[config.mk]
export PLATFORM = sky130hd
export DESIGN_NAME = trigger_histogrammer
export DESIGN_NICKNAME = d
export VERILOG_FILES = /design/src/rtl/trigger_histogrammer.sv
export SDC_FILE = /design/constraint.sdc
export NUM_CORES = 1
export LEC_CHECK = 0
export BUFFER_PORTS_ARGS = -buffer_cell sky130_fd_sc_hd__buf_2
export CAP_MARGIN = 20
export CORE_ASPECT_RATIO = 0.5
export CORE_MARGIN = 8
export CORE_UTILIZATION = 35
export CTS_CLUSTER_SIZE = 10
export DETAILED_ROUTE_END_ITERATION = 10
export GPL_ROUTABILITY_DRIVEN = 0
export PLACE_DENSITY = 0.64
export SYNTH_ARGS = -nofsm -noshare
export SYNTH_HDL_FRONTEND = slang
export SYNTH_SLANG_ARGS = --single-unit
[constraint.sdc]
create_clock -name clk -period 3.01 [get_ports clk]
set_clock_uncertainty 0.2 [all_clocks]
set_input_delay 0.4515 -clock clk [delete_from_list [all_inputs] [get_ports clk]]
set_output_delay 0.4515 -clock clk [all_outputs]
set_load 0.02 [all_outputs]
[src/rtl/trigger_histogrammer.sv]
// trigger_histogrammer
// Counts rising edges on four asynchronous trigger inputs, with a programmable
// per-channel dead time after each counted edge, and measures the delay in
// clock cycles from a counted ch0 edge to the following counted ch1 edge.
// Hit counts and the last delay are exported as registered outputs for the
// serial command processor.

module trigger_histogrammer #(
  parameter int NCH      = 4,
  parameter int SAT_HIST = 1
) (
  input  logic              clk,
  input  logic              rst_n,
  input  logic [NCH-1:0]    trig_in,
  input  logic [7:0]        deadticks,
  input  logic              resethist,
  output logic [31:0]       histos [NCH],
  output logic [7:0]        delaycounter
);

  // Dead-time FSM encodings
  localparam logic [0:0] ST_IDLE   = 1'b0;
  localparam logic [0:0] ST_DEAD   = 1'b1;

  // Delay FSM encodings
  localparam logic [0:0] ST_ARMED  = 1'b0;
  localparam logic [0:0] ST_TIMING = 1'b1;

  // ------------------------------------------------------------------------
  // Three-stage synchroniser; all stages reset high so a level that is
  // already high when reset is released is never seen as a rising edge.
  // ------------------------------------------------------------------------
  logic [NCH-1:0] s1_q, s1_d;
  logic [NCH-1:0] s2_q, s2_d;
  logic [NCH-1:0] s3_q, s3_d;
  logic [NCH-1:0] edge_raw;
  logic [NCH-1:0] counted;

  // Shift the trigger levels one stage per clock
  always_comb begin
    s1_d = trig_in;
    s2_d = s1_q;
    s3_d = s2_q;
  end

  // Synchroniser registers, untouched by the histogram clear
  always_ff @(posedge clk or negedge rst_n) begin
    if (!rst_n) begin
      s1_q <= '1;
      s2_q <= '1;
      s3_q <= '1;
    end else begin
      s1_q <= s1_d;
      s2_q <= s2_d;
      s3_q <= s3_d;
    end
  end

  assign edge_raw = s2_q & ~s3_q;

  // ------------------------------------------------------------------------
  // Per-channel dead-time FSM and hit counter
  // ------------------------------------------------------------------------
  for (genvar i = 0; i < NCH; i++) begin : g_ch
    logic [0:0]  dstate_q, dstate_d;
    logic [7:0]  dc_q, dc_d;
    logic [31:0] cnt_q, cnt_d;

    // An edge counts only when the channel is idle and no clear is pending
    assign counted[i] = ~resethist & (dstate_q == ST_IDLE) & edge_raw[i];

    // Next dead-time state, down-counter and hit count
    always_comb begin
      dstate_d = dstate_q;
      dc_d     = dc_q;
      cnt_d    = cnt_q;
      if (resethist) begin
        dstate_d = ST_IDLE;
        dc_d     = 8'd0;
        cnt_d    = 32'd0;
      end else if (dstate_q == ST_IDLE) begin
        if (counted[i]) begin
          dc_d     = deadticks;
          dstate_d = (deadticks != 8'd0) ? ST_DEAD : ST_IDLE;
          if ((SAT_HIST != 0) && (cnt_q == 32'hFFFF_FFFF)) begin
            cnt_d = cnt_q;
          end else begin
            cnt_d = cnt_q + 32'd1;
          end
        end
      end else begin
        dc_d = dc_q - 8'd1;
        if (dc_q <= 8'd1) begin
          dstate_d = ST_IDLE;
          dc_d     = 8'd0;
        end
      end
    end

    // Channel state registers
    always_ff @(posedge clk or negedge rst_n) begin
      if (!rst_n) begin
        dstate_q <= ST_IDLE;
        dc_q     <= 8'd0;
        cnt_q    <= 32'd0;
      end else begin
        dstate_q <= dstate_d;
        dc_q     <= dc_d;
        cnt_q    <= cnt_d;
      end
    end

    assign histos[i] = cnt_q;
  end

  // ------------------------------------------------------------------------
  // ch0 -> ch1 delay meter
  // ------------------------------------------------------------------------
  logic [0:0] dly_state_q, dly_state_d;
  logic [7:0] t_q, t_d;
  logic [7:0] delay_q, delay_d;
  logic [7:0] t_inc;

  assign t_inc = (t_q == 8'hFF) ? t_q : t_q + 8'd1;

  // Arm on ch0, stop on ch1; ch1 wins over a same-cycle ch0 while timing
  always_comb begin
    dly_state_d = dly_state_q;
    t_d         = t_q;
    delay_d     = delay_q;
    if (resethist) begin
      dly_state_d = ST_ARMED;
      t_d         = 8'd0;
    end else if (dly_state_q == ST_ARMED) begin
      if (counted[0] && counted[1]) begin
        delay_d = 8'd0;
      end else if (counted[0]) begin
        t_d         = 8'd0;
        dly_state_d = ST_TIMING;
      end
    end else begin
      t_d = t_inc;
      if (counted[1]) begin
        delay_d     = t_inc;
        dly_state_d = ST_ARMED;
      end else if (counted[0]) begin
        t_d = 8'd0;
      end
    end
  end

  // Delay meter registers; the measured value survives a histogram clear
  always_ff @(posedge clk or negedge rst_n) begin
    if (!rst_n) begin
      dly_state_q <= ST_ARMED;
      t_q         <= 8'd0;
      delay_q     <= 8'd0;
    end else begin
      dly_state_q <= dly_state_d;
      t_q         <= t_d;
      delay_q     <= delay_d;
    end
  end

  assign delaycounter = delay_q;

endmodule

# Yosys cells after proc, flatten, opt, wreduce, memory -nomap -nowiden
# Index checks and enable logic that the tools add are counted.
[totals]
elab_cells = 143
reg_bits = 193
output_inout_bits = 136
in_bits = 15
[classes]
add_sub_neg = 9
order_cmp = 4
eq_ne = 15
reduce_logical = 18
muxes = 64
bitwise = 15
[ops]
columns = ["operator", "n"]
rows = [
  ["$mux 32", 16],
  ["$mux 8", 26],
  ["$add 32x1->32 const B", 4],
  ["$eq 32x32->1 const B", 4],
  ["$le 8x1->1 const B", 4],
  ["$sub 8x1->8 const B", 4],
  ["$mux 1", 22],
  ["$ne 2x2->1 const B", 9],
  ["$reduce_and 3->1", 5],
  ["$reduce_bool 3->1", 5],
  ["$reduce_bool 2->1", 5],
  ["$add 8x1->8 const B", 1],
  ["$and 1x1->1", 8],
  ["$eq 8x8->1 const B", 1],
  ["$reduce_bool 8->1", 1],
  ["$not 1->1", 5],
  ["$and 4x4->4", 1],
  ["$not 4->4", 1],
  ["$ne 3x3->1 const B", 1],
  ["$reduce_and 2->1", 1],
  ["$logic_and 1x1->1", 1],
]

# Logic depth before layout (Yosys ltp)
[depth]
ltp_word = 7
depth_mapped = 9
depth_no_buf = 7

# Worst setup path before layout
# OpenSTA, ideal clock, no wires.
[synth_path]
path_type = "register to register"
start = "register g_ch[2].cnt_q[0]"
end = "register g_ch[2].cnt_q[26]"
n_path_buf = 1
stages_incl_launch_ff = 8
synth_period_minus_slack_ps = 2455
setup_time_ps = 78
path_slack_ps = 555
arrival_ps = 2177
t_required_ps = 2732
path_cell_list = "dfrtp_1 ha_1 and3_1 o211ai_2 or4b_1 clkbuf_1 or3_1 a21oi_1"
[synth_between]
elab_chain_len = 5
elab_cells_between_ends = 8
cone_classes = "1 x add/sub; 2 x eq/ne; 4 x mux; 1 x reduce/logical"
[synth_rtl]
columns = ["element", "line_no", "text"]
rows = [
  ["start, declared", "67", "logic [31:0] cnt_q, cnt_d;"],
  ["start signal, assigned", "109", "cnt_q <= cnt_d;"],
  ["$add 32x1->32", "88", "cnt_d = cnt_q + 32'd1;"],
  ["$mux 32", "85", "if ((SAT_HIST != 0) && (cnt_q == 32'hFFFF_FFFF)) begin"],
  ["$mux 32", "82", "if (counted[i]) begin"],
  ["$mux 32", "81", "end else if (dstate_q == ST_IDLE) begin"],
  ["$mux 32", "77", "if (resethist) begin"],
]
# Parallel ways exist; a longest one is shown, timed or not. The select of a mux whose other input is x is not followed.
# A chain may end at the register's enable or synchronous reset.

# Final worst setup path
[layout_path]
start = "register g_ch[0].cnt_q[0]"
end = "register g_ch[0].cnt_q[29]"
[layout_between]
elab_chain_len = 5
elab_cells_between_ends = 8
cone_classes = "1 x add/sub; 2 x eq/ne; 4 x mux; 1 x reduce/logical"
[layout_rtl]
columns = ["element", "line_no"]
rows = [
  ["start, declared", "67"],
  ["start signal, assigned", "109"],
  ["$add 32x1->32", "88"],
  ["$mux 32", "85"],
  ["$mux 32", "82"],
  ["$mux 32", "81"],
  ["$mux 32", "77"],
]
# Parallel ways exist; a longest one is shown, timed or not. The select of a mux whose other input is x is not followed.

==> flow_metrics.tcl <==
set metrics [dict create \
    synthCells 1138 \
    cap_violations 0 \
    grt.total_usage_pct 16.71 \
    port_buffers 150 \
    grt_pass1_vias 9691 \
    die-area_um2 36280 \
    worst-path-max-fanout 9 \
    r2r_cells 7 \
    antenna_left 0 \
    swShare_pct 26.82 \
    worst_pin_slew_ps 809.4 \
    num_vias 9857 \
    post_drt_via_cell_ratio 5.778 \
    die_x_um 261.5 \
    power.total_mw 5.766 \
    n_antenna_cell 0 \
    initial_core_util_pct 35.14 \
    finalSetupViolCount 0 \
    synthTopCellsByArea "dfrtp_1 43%, o21ai_0 4.5%, a21oi_1 4.0%" \
    r2r-end "g_ch[0].cnt_q[29]$_DFFE_PN0P_" \
    endpoint_kind "flop" \
    synth_top_area_share_pct 42.95 \
    cts_sinks 193 \
    cp-start-kind "flop" \
    fin_crit_sh_pct 87.10 \
    hold_end "g_ch[1].dc_q[5]$_DFFE_PN0P_" \
    synth_edf_count 0 \
    grt.overflow.total 0 \
    dr.first_iter.drc_count 821 \
    seq_power_share_pct 48.1 \
    fmax_mhz 381.4 \
    rsz0062_at_grt "no" \
    p_leak_nw 5.368 \
    rows 45 \
    hold_depth 3 \
    cts-htree-levels 4 \
    io_pins 151 \
    crit_arrival_ps 2790 \
    finalHoldViolations 0 \
    cts.path.max_buffers 2 \
    use_met3_pct 3.615 \
    chipHeight_um 138.7 \
    r2r_start "g_ch[0].cnt_q[0]$_DFFE_PN0P_" \
    cts_tree "done" \
    syn_area_um2 10550 \
    pwr-share-comb_pct 9.9 \
    cts_root_buf "clkbuf_16" \
    period_minus_slack_ps 2622 \
    area_delta_synth_final_pct 19.26 \
    worst_ep_required_time_ps 3180 \
    peakVddDrop_mv 0.4407 \
    layout-drive-gt1-share_pct 19.66 \
    p_switching_mw 1.546 \
    hpwl_um 22300 \
    yosysSeqAreaShare_pct 45.94 \
    busiest_layer "met2" \
    coreArea_um2 30010 \
    hold_class "input port to flop" \
    r2r_setup_slack_ps 390 \
    grt_pass1_wl_um 50180 \
    syn_nets 1166 \
    fin_tns_setup_ps 0 \
    finalWirelength_um 30600 \
    clkPwrFrac_pct 42.0 \
    grt_start_max_net_pins 71 \
    cts_buffers 17 \
    worstSetupPathType "flop to flop" \
    fin_util_pct 41.91 \
    final_area_um2 12580 \
    yosysWarningCount 0 \
    maxSlewHeadroom_pct 45.84 \
    syn_avg_cell_area_um2 9.266 \
    critPathLaunch "g_ch[0].cnt_q[0]$_DFFE_PN0P_" \
    fin_nets 1322 \
    synthTopCellsByCount "181 x dfrtp_1, 94 x o21ai_0, 85 x a21oi_1" \
    drc 0 \
    slew_violations 0 \
    dpl-instance-area_um2 11920 \
    power.density_nw_per_um2 458.5 \
    async_flop_share_pct 100.0 \
    antenna_found_initial 0 \
    wire_per_inst_um 17.94 \
    worstHoldStart "deadticks[5]" \
    synthFlopType "dfrtp_1" \
    clk_latency_ps 450 \
    clk_pin_slew_ps 70 \
    firstDrtPassIters 5 \
    ys_types 64 \
    use_met1_pct 19.86 \
    postSynthRegisterBits 193 \
    met2_usage_pct 28.97 \
    yosysMostFrequentCell "dfrtp_1" \
    post_cts_buffers 0 \
    yosysTopAreaCell "dfrtp_1" \
    outcome "finished clean" \
    p_int_mw 4.219 \
]
==> how the worst max path moves through the flow <==
| stage | to | slack [ps] | cells past startpoint |
|---|---|---|---|
| after global routing | g_ch[0].cnt_q[27]$_DFFE_PN0P_ | 120 | 7 |
| final | g_ch[0].cnt_q[29]$_DFFE_PN0P_ | 390 | 7 |
| after detailed placement | g_ch[0].cnt_q[27]$_DFFE_PN0P_ | 260 | 7 |
| after floorplan | g_ch[2].cnt_q[26]$_DFFE_PN0P_ | 550 | 7 |
| after global placement | g_ch[0].cnt_q[27]$_DFFE_PN0P_ | 360 | 7 |
| after CTS | g_ch[0].cnt_q[23]$_DFFE_PN0P_ | 390 | 7 |
==> repair_timing <==
action | in CTS | in global routing
gates resized for setup | 0 | 0
hold buffers | 5 | 0
endpoints found under the hold margin | 54 | 0
==> state kept, by name (all words and copies together) (netlist names) <==
| name | flops |
|---|---|
| delaycounter | 8 |
| dly_state_q | 1 |
| g_ch.cnt_q | 128 |
| s1_q | 4 |
| s3_q | 4 |
| g_ch.dc_q | 32 |
| t_q | 8 |
| s2_q | 4 |
| g_ch.dstate_q | 4 |
==> metrics by stage <==
step	std cells	worst slack, ps	hold slack [ps]
final	1706	388.3	117.8
after global routing	1706	120.6	125.8
after CTS	1706	393.0	110.9
after detailed placement	1669	257.9	156.2
after global placement	1669	355.3	147.5
after floorplan	1138	554.9	-44.09
==> power by group through the flow <==
stage	Clock [mW]	Combinational [mW]	Sequential, mW
2_1_floorplan	0	0.361	2.80
3_3_place_gp	0	0.549	2.81
3_5_place_dp	0	0.569	2.82
4_1_cts	2.47	0.577	2.77
5_1_grt	2.58	0.643	2.79
6_report	2.42	0.570	2.77
==> cells by family (layout without fill, tap and decap cells) <==
kind of cell	after synthesis	in the layout	synth area share, %
simple gates	503	503	26.89
compound gates	300	300	18.06
flops	193	193	45.94
buf+inv	75	244	2.753
xor+xnor	36	36	2.990
mux	18	18	1.827
fa+ha+maj	13	13	1.543
==> critical path, stage by stage, from the launching register on <==
cell and delay [ps]:
dfrtp_1 430, ha_1 200, nand3_1 190, or2_2 340, o31ai_1 670, buf_4 270
o21ai_0 100, a21oi_1 140
==> cell type report <==
type	instances	area, µm²
clock buffer	18	429.2
clock inverter	14	178.9
fill	2912	17430
inverter	24	90.09
multi-input combinational	870	5436
sequential	193	4845
tap	399	499.2
timing repair buffer	188	1097
==> layout by cell type (no fill, tap or decap), types with 24 or more instances in the layout <==
master	count
a21oi_1	85
buf_2	148
buf_4	31
dfrtp_1	181
inv_1	24
nand2_1	84
nand3_1	55
nand4_1	40
nor2_1	71
nor3_1	29
nor4_1	26
o21ai_0	94
o31ai_1	36
or3_1	55
or4_1	32
xnor2_1	27
==> routing by layer <==
metal	up-vias	wire length [µm]
li1	4654	-
met1	4907	12710
met2	238	15640
met3	58	1229
met4	0	1022
met5	-	0
Power figures use the tool's default switching activity.
